$ cat src/rtl/ballot_issuer_if.sv
// ballot_issuer_if: signal bundle between the voting-booth controller and
// the officer console / candidate counters.
//   voter_en   officer request to open one ballot
//   btn[3:0]   raw candidate buttons (asynchronous), bit 0 = candidate a
//   vote[3:0]  one-hot single-cycle vote pulse, one bit per candidate counter
//   ready      controller idle, waiting for voter_en
//   armed      ballot open, waiting for a stable single button
//   invalid    more than one button pressed while waiting for a choice
//   timeout    one-cycle pulse, ballot closed without a vote
//   votes_cast total votes issued since reset (saturating)
// master = console/bench side, slave = ballot_issuer.
interface ballot_issuer_if;
  logic        voter_en;
  logic [3:0]  btn;
  logic [3:0]  vote;
  logic        ready;
  logic        armed;
  logic        invalid;
  logic        timeout;
  logic [20:0] votes_cast;

  modport master (
    output voter_en, btn,
    input  vote, ready, armed, invalid, timeout, votes_cast
  );

  modport slave (
    input  voter_en, btn,
    output vote, ready, armed, invalid, timeout, votes_cast
  );
endinterface

$ cat src/rtl/ballot_issuer.sv
// ballot_issuer: issues at most one debounced vote per ballot opened by the
// officer.  Buttons are synchronised, a single button must be stable for HOLD
// synchronised cycles, then a one-cycle one-hot vote pulse is emitted.  The
// voter must release all buttons before the booth can be re-armed.  A ballot
// left open for TIMEOUT cycles closes with a timeout pulse.
// Ports:
//   clk  rising-edge clock
//   rst  synchronous active-high reset
//   bus  ballot_issuer_if.slave (voter_en, btn in; vote, ready, armed,
//        invalid, timeout, votes_cast out)
// Parameters: HOLD 1..255, TIMEOUT 2..65535.
module ballot_issuer #(
  parameter int HOLD    = 4,
  parameter int TIMEOUT = 1000
) (
  input  logic           clk,
  input  logic           rst,
  ballot_issuer_if.slave bus
);

  localparam logic [20:0] VOTES_MAX = '1;

  typedef enum logic [2:0] {
    S_IDLE, S_ARMED, S_DEBOUNCE, S_EMIT, S_RELEASE
  } state_t;

  state_t      r_state;
  logic [3:0]  r_sync1, r_sync2;
  logic [3:0]  r_choice;
  logic [7:0]  r_count;
  logic [15:0] r_timer;
  logic [20:0] r_votes;
  logic [3:0]  r_vote;
  logic        r_ready, r_armed, r_invalid, r_timeout;

  logic w_s2_onehot, w_s1_multi, w_match, w_hold_done, w_timer_hit;

  assign w_s2_onehot = $onehot(r_sync2);
  // invalid is registered, so it is computed from the btn_s value of the
  // coming cycle (stage 1 now) to line up with the ARMED cycle it flags.
  assign w_s1_multi  = (r_sync1 & (r_sync1 - 4'd1)) != 4'd0;
  assign w_match     = (r_sync2 == r_choice);
  assign w_hold_done = (r_count == 8'(HOLD - 1));
  assign w_timer_hit = (r_timer == 16'(TIMEOUT - 1));

  always_ff @(posedge clk) begin
    if (rst) begin
      r_sync1   <= '0;
      r_sync2   <= '0;
      r_state   <= S_IDLE;
      r_choice  <= '0;
      r_count   <= '0;
      r_timer   <= '0;
      r_votes   <= '0;
      r_vote    <= '0;
      r_ready   <= 1'b1;
      r_armed   <= 1'b0;
      r_invalid <= 1'b0;
      r_timeout <= 1'b0;
    end else begin
      r_sync1   <= bus.btn;
      r_sync2   <= r_sync1;
      r_vote    <= '0;
      r_timeout <= 1'b0;
      r_invalid <= 1'b0;
      case (r_state)
        S_IDLE: begin
          if (bus.voter_en) begin
            r_state   <= S_ARMED;
            r_timer   <= '0;
            r_count   <= '0;
            r_ready   <= 1'b0;
            r_armed   <= 1'b1;
            r_invalid <= w_s1_multi;
          end
        end
        S_ARMED: begin
          // Emit takes priority over the timer expiring on the same edge.
          if (w_s2_onehot && HOLD == 1) begin
            r_choice <= r_sync2;
            r_vote   <= r_sync2;
            r_state  <= S_EMIT;
            r_armed  <= 1'b0;
          end else if (w_timer_hit) begin
            r_state   <= S_IDLE;
            r_ready   <= 1'b1;
            r_armed   <= 1'b0;
            r_timeout <= 1'b1;
          end else if (w_s2_onehot) begin
            r_choice <= r_sync2;
            r_count  <= 8'd1;
            r_timer  <= r_timer + 16'd1;
            r_state  <= S_DEBOUNCE;
          end else begin
            r_timer   <= r_timer + 16'd1;
            r_invalid <= w_s1_multi;
          end
        end
        S_DEBOUNCE: begin
          if (w_match && w_hold_done) begin
            r_vote  <= r_choice;
            r_state <= S_EMIT;
            r_armed <= 1'b0;
            r_count <= '0;
          end else if (w_timer_hit) begin
            r_state   <= S_IDLE;
            r_ready   <= 1'b1;
            r_armed   <= 1'b0;
            r_timeout <= 1'b1;
            r_count   <= '0;
          end else if (w_match) begin
            r_count <= r_count + 8'd1;
            r_timer <= r_timer + 16'd1;
          end else begin
            // A changed button restarts the debounce from ARMED; the ballot
            // timer keeps running.
            r_state   <= S_ARMED;
            r_count   <= '0;
            r_timer   <= r_timer + 16'd1;
            r_invalid <= w_s1_multi;
          end
        end
        S_EMIT: begin
          r_state <= S_RELEASE;
          if (r_votes != VOTES_MAX) r_votes <= r_votes + 21'd1;
        end
        S_RELEASE: begin
          if (r_sync2 == 4'd0) begin
            r_state <= S_IDLE;
            r_ready <= 1'b1;
          end
        end
        default: begin
          r_state <= S_IDLE;
          r_ready <= 1'b1;
          r_armed <= 1'b0;
        end
      endcase
    end
  end

  assign bus.vote       = r_vote;
  assign bus.ready      = r_ready;
  assign bus.armed      = r_armed;
  assign bus.invalid    = r_invalid;
  assign bus.timeout    = r_timeout;
  assign bus.votes_cast = r_votes;

endmodule

$ cat src/flat_wrapper.sv
// flat-port wrapper written by rule: the top's interface ports become plain ports
module ballot_issuer_flat 
#(
  parameter int HOLD    = 4,
  parameter int TIMEOUT = 1000
)
  (clk, rst, bus_voter_en, bus_btn, bus_vote, bus_ready, bus_armed, bus_invalid, bus_timeout, bus_votes_cast);
  ballot_issuer_if bus_i ();
  input  logic clk;
  input  logic rst;
  input wire logic [$bits(bus_i.voter_en)-1:0] bus_voter_en;
  input wire logic [$bits(bus_i.btn)-1:0] bus_btn;
  output wire logic [$bits(bus_i.vote)-1:0] bus_vote;
  output wire logic [$bits(bus_i.ready)-1:0] bus_ready;
  output wire logic [$bits(bus_i.armed)-1:0] bus_armed;
  output wire logic [$bits(bus_i.invalid)-1:0] bus_invalid;
  output wire logic [$bits(bus_i.timeout)-1:0] bus_timeout;
  output wire logic [$bits(bus_i.votes_cast)-1:0] bus_votes_cast;
  assign bus_i.voter_en = bus_voter_en;
  assign bus_i.btn = bus_btn;
  assign bus_vote = bus_i.vote;
  assign bus_ready = bus_i.ready;
  assign bus_armed = bus_i.armed;
  assign bus_invalid = bus_i.invalid;
  assign bus_timeout = bus_i.timeout;
  assign bus_votes_cast = bus_i.votes_cast;
  ballot_issuer #(.HOLD(HOLD), .TIMEOUT(TIMEOUT)) u_core (.clk(clk), .rst(rst), .bus(bus_i));
endmodule
$ cat config.mk
export PLATFORM = sky130hd
export DESIGN_NAME = ballot_issuer_flat
export DESIGN_NICKNAME = d
export VERILOG_FILES = /design/src/rtl/ballot_issuer_if.sv /design/src/rtl/ballot_issuer.sv /design/src/flat_wrapper.sv
export SDC_FILE = /design/constraint.sdc
export NUM_CORES = 1
export LEC_CHECK = 0
export CAP_MARGIN = 20
export CORE_UTILIZATION = 38
export DETAILED_ROUTE_END_ITERATION = 12
export DONT_BUFFER_PORTS = 1
export GPL_ROUTABILITY_DRIVEN = 0
export PLACE_DENSITY = 0.57
export SKIP_CTS_REPAIR_TIMING = 1
export SLEW_MARGIN = 40
export SYNTH_ARGS = -nofsm -noshare
export SYNTH_HDL_FRONTEND = slang
export SYNTH_SLANG_ARGS = --single-unit
$ cat constraint.sdc
create_clock -name clk -period 4 [get_ports clk]
set_input_delay 1.2 -clock clk [delete_from_list [all_inputs] [get_ports clk]]
set_output_delay 1.2 -clock clk [all_outputs]
set_load 0.1 [all_outputs]
==> flow_summary.yaml <==
run_status:
  outcome: "completed"
placed_design:
  placedCellCount: 508
  dpl.hpwl_um: 5210
  port-buffer-count: 0
  post-place-ws_ns: 1.34
die:
  ios: 36
  die_w_um: 97.3
  rows: 34
  die_height_um: 97.3
  coreArea_mm2: 0.00876
  start_util_pct: 39.4
  dieArea_mm2: 0.00946
timing:
  fin_ws_ns: 1.45
  fin_crit_sh_pct: 63.6
  slew_viol_final: 0
  tns_ns: 0
  setup_violations: 0
  clock_skew_ns: 0.00851
  rsz0062_at_grt: "no"
  holdWs_ns: 0.476
  finalCriticalPeriod_ns: 2.55
  final_hold_viol_count: 0
  fmax_ghz: 0.393
  relSlewSlack_pct: 57.0
  worst_pin_slew_ns: 0.643
logic_synthesis:
  synth_common_cells: "dfxtp_1 (68), nor2_1 (43), nand2_1 (30), nand3_1 (21), a21oi_1 (20)"
  ys.flop_type: "dfxtp_1"
  synth.avg_cell_area_um2: 8.69
  yosys_warnings: 0
  synth_edf_count: 0
  synth.distinct_cells: 62
  syn-cell-area_mm2: 0.00345
  async_flop_share_pct: 0
  yosys-top-cells-area: "dfxtp_1 (39%), nor2_1 (4.7%), xor2_1 (3.8%)"
  synth_nets: 413
  synth_top_area_cell: "dfxtp_1"
  synth_top_cell_area_share_pct: 39.5
  synthCells: 397
  ys_seq_area_share_pct: 39.5
  synth.most_common_cell: "dfxtp_1"
  ys_seq_elements: 68
finish:
  diodes: 0
  layout.cells.non_filler: 524
  area_growth_pct: 11.4
  drive_gt1_share_pct: 16.6
  nets: 427
pwr:
  power_density_mw_per_mm2: 356
  peakVddDrop_mv: 0.184
  power_mw: 1.37
  p_leak_nw: 1.35
clock_tree:
  cts_max_level: 3
  cts_made_buffers: 9
  root_buffer: "clkbuf_8"
  clkTransAtPathRegs_ns: 0.08
  clk_latency_ns: 0.34
  cts_num_sinks: 68
  cts_tree: "yes"
  cts.path.max_buffers: 2
worst_hold_path:
  whs_path_depth: 1
  holdCritPathClass: "flop to flop"
critical_path:
  end_kind: "flop"
  worst_r2r_path_depth: 9
  cp.buffers_inverters: 1
  worstPathRequired_ns: 4.23
  path_delay_family: "adder cells"
  crit_path_max_fanout: 5
  worstSetupStartpointType: "flop"
  path_cells: "inv_1 > ha_1 > ha_1 > fa_1 > nor2_1 > nand2_1 > or4_1 > mux2i_1 > nor2_1"
  slowest_stage: "or4_1"
  cp.arrival_ns: 2.77
  max_stage_delay_ns: 0.56
  path_depth: 9
  setup.worst_path.class: "flop to flop"
grt:
  grt.total_usage_pct: 16.3
  grt_pass1_vias: 2710
  grt_max_degree: 55
  grt_pass1_wl_um: 12700
  gr-total-overflow: 0
  antenna_found_initial: 0
routing:
  wirelength_um: 7390
  ant_nets: 0
  avgRoutedWirePerCell_um: 14.1
  vias: 2868
  drt_pass1_iterations: 5
  viasPerCell: 5.47
  drc_errors: 0
  drt_iter0_drc: 84
job:
  maxCapViolations: 0
[logic make-up after synthesis]
logic type / count (synthesis) / share of synthesized area (%)
muxes: 9 / 2.61
and+or+nand+nor: 184 / 30.0
AOI/OAI and AO/OA: 72 / 13.6
adders and majority gates: 10 / 3.77
DFF: 68 / 39.5
xor gates and xnor gates: 23 / 5.84
buffers and inverters: 31 / 4.64
[metal layers]
metal / wire (um) / global-route usage (%) / share of wire (%) / vias to the layer above
li1: - / - / - / 1465
met1: 3510 / 20.8 / 47 / 1349
met2: 3490 / 26.2 / 47 / 48
met3: 329 / 5.04 / 4.5 / 6
met4: 59 / 5.77 / 0.80 / 0
met5: 0 / 0 / 0 / -
[worst paths after layout]
path	slack, ns	to	from
worst max-delay path	1.45	u_core.r_choice[1]	u_core.r_sync2[2]
worst min-delay path	0.48	u_core.r_sync2[1]	u_core.r_sync1[1]
worst max register to register	1.45	u_core.r_choice[1]	u_core.r_sync2[2]
worst min register to register	0.48	u_core.r_sync2[1]	u_core.r_sync1[1]
[flip-flops by register name, summed over array words and instances, names as in the netlist]
name,count
u_core.bus.armed,1
u_core.bus.invalid,1
u_core.bus.ready,1
u_core.bus.timeout,1
u_core.bus.vote,4
u_core.bus.votes_cast,21
u_core.r_choice,4
u_core.r_count,8
u_core.r_state,3
u_core.r_sync1,4
u_core.r_sync2,4
u_core.r_timer,16
[cell usage in the layout, fill, tap and decap left out, types with 11 or more instances in the layout]
| cell | instances |
|---|---|
| xor2_1 | 15 |
| nor2b_1 | 12 |
| buf_4 | 22 |
| dfxtp_1 | 59 |
| a21oi_1 | 20 |
| clkbuf_8 | 11 |
| nand2_1 | 30 |
| nand3_1 | 21 |
| nor2_1 | 43 |
| inv_1 | 12 |
| o21ai_0 | 14 |
[final cells by class]
class | count | area [um^2]
fill | 879 | 4920
multi-input combinational | 298 | 1940
sequential | 68 | 1370
timing repair buffer | 22 | 165
clock buffer | 11 | 151
tap | 108 | 135
inverter | 12 | 45.0
clock inverter | 5 | 36.3
[stage by stage]
step | area (um^2) | utilization [%]
4_1_cts | 3830 | 43.7
6_report | 3840 | 43.8
2_1_floorplan | 3450 | -
3_3_place_gp | 3630 | 41.5
5_1_grt | 3840 | 43.8
3_5_place_dp | 3650 | 41.6
[where the power goes]
part / internal [mW] / switching (mW) / leakage [nW] / total, mW
Clock: 0.258 / 0.260 / 0.0876 / 0.519
Combinational: 0.0449 / 0.0670 / 0.713 / 0.112
Sequential: 0.691 / 0.0461 / 0.554 / 0.738
Total: 0.995 / 0.374 / 1.35 / 1.37
Power figures use the tool's default switching activity.
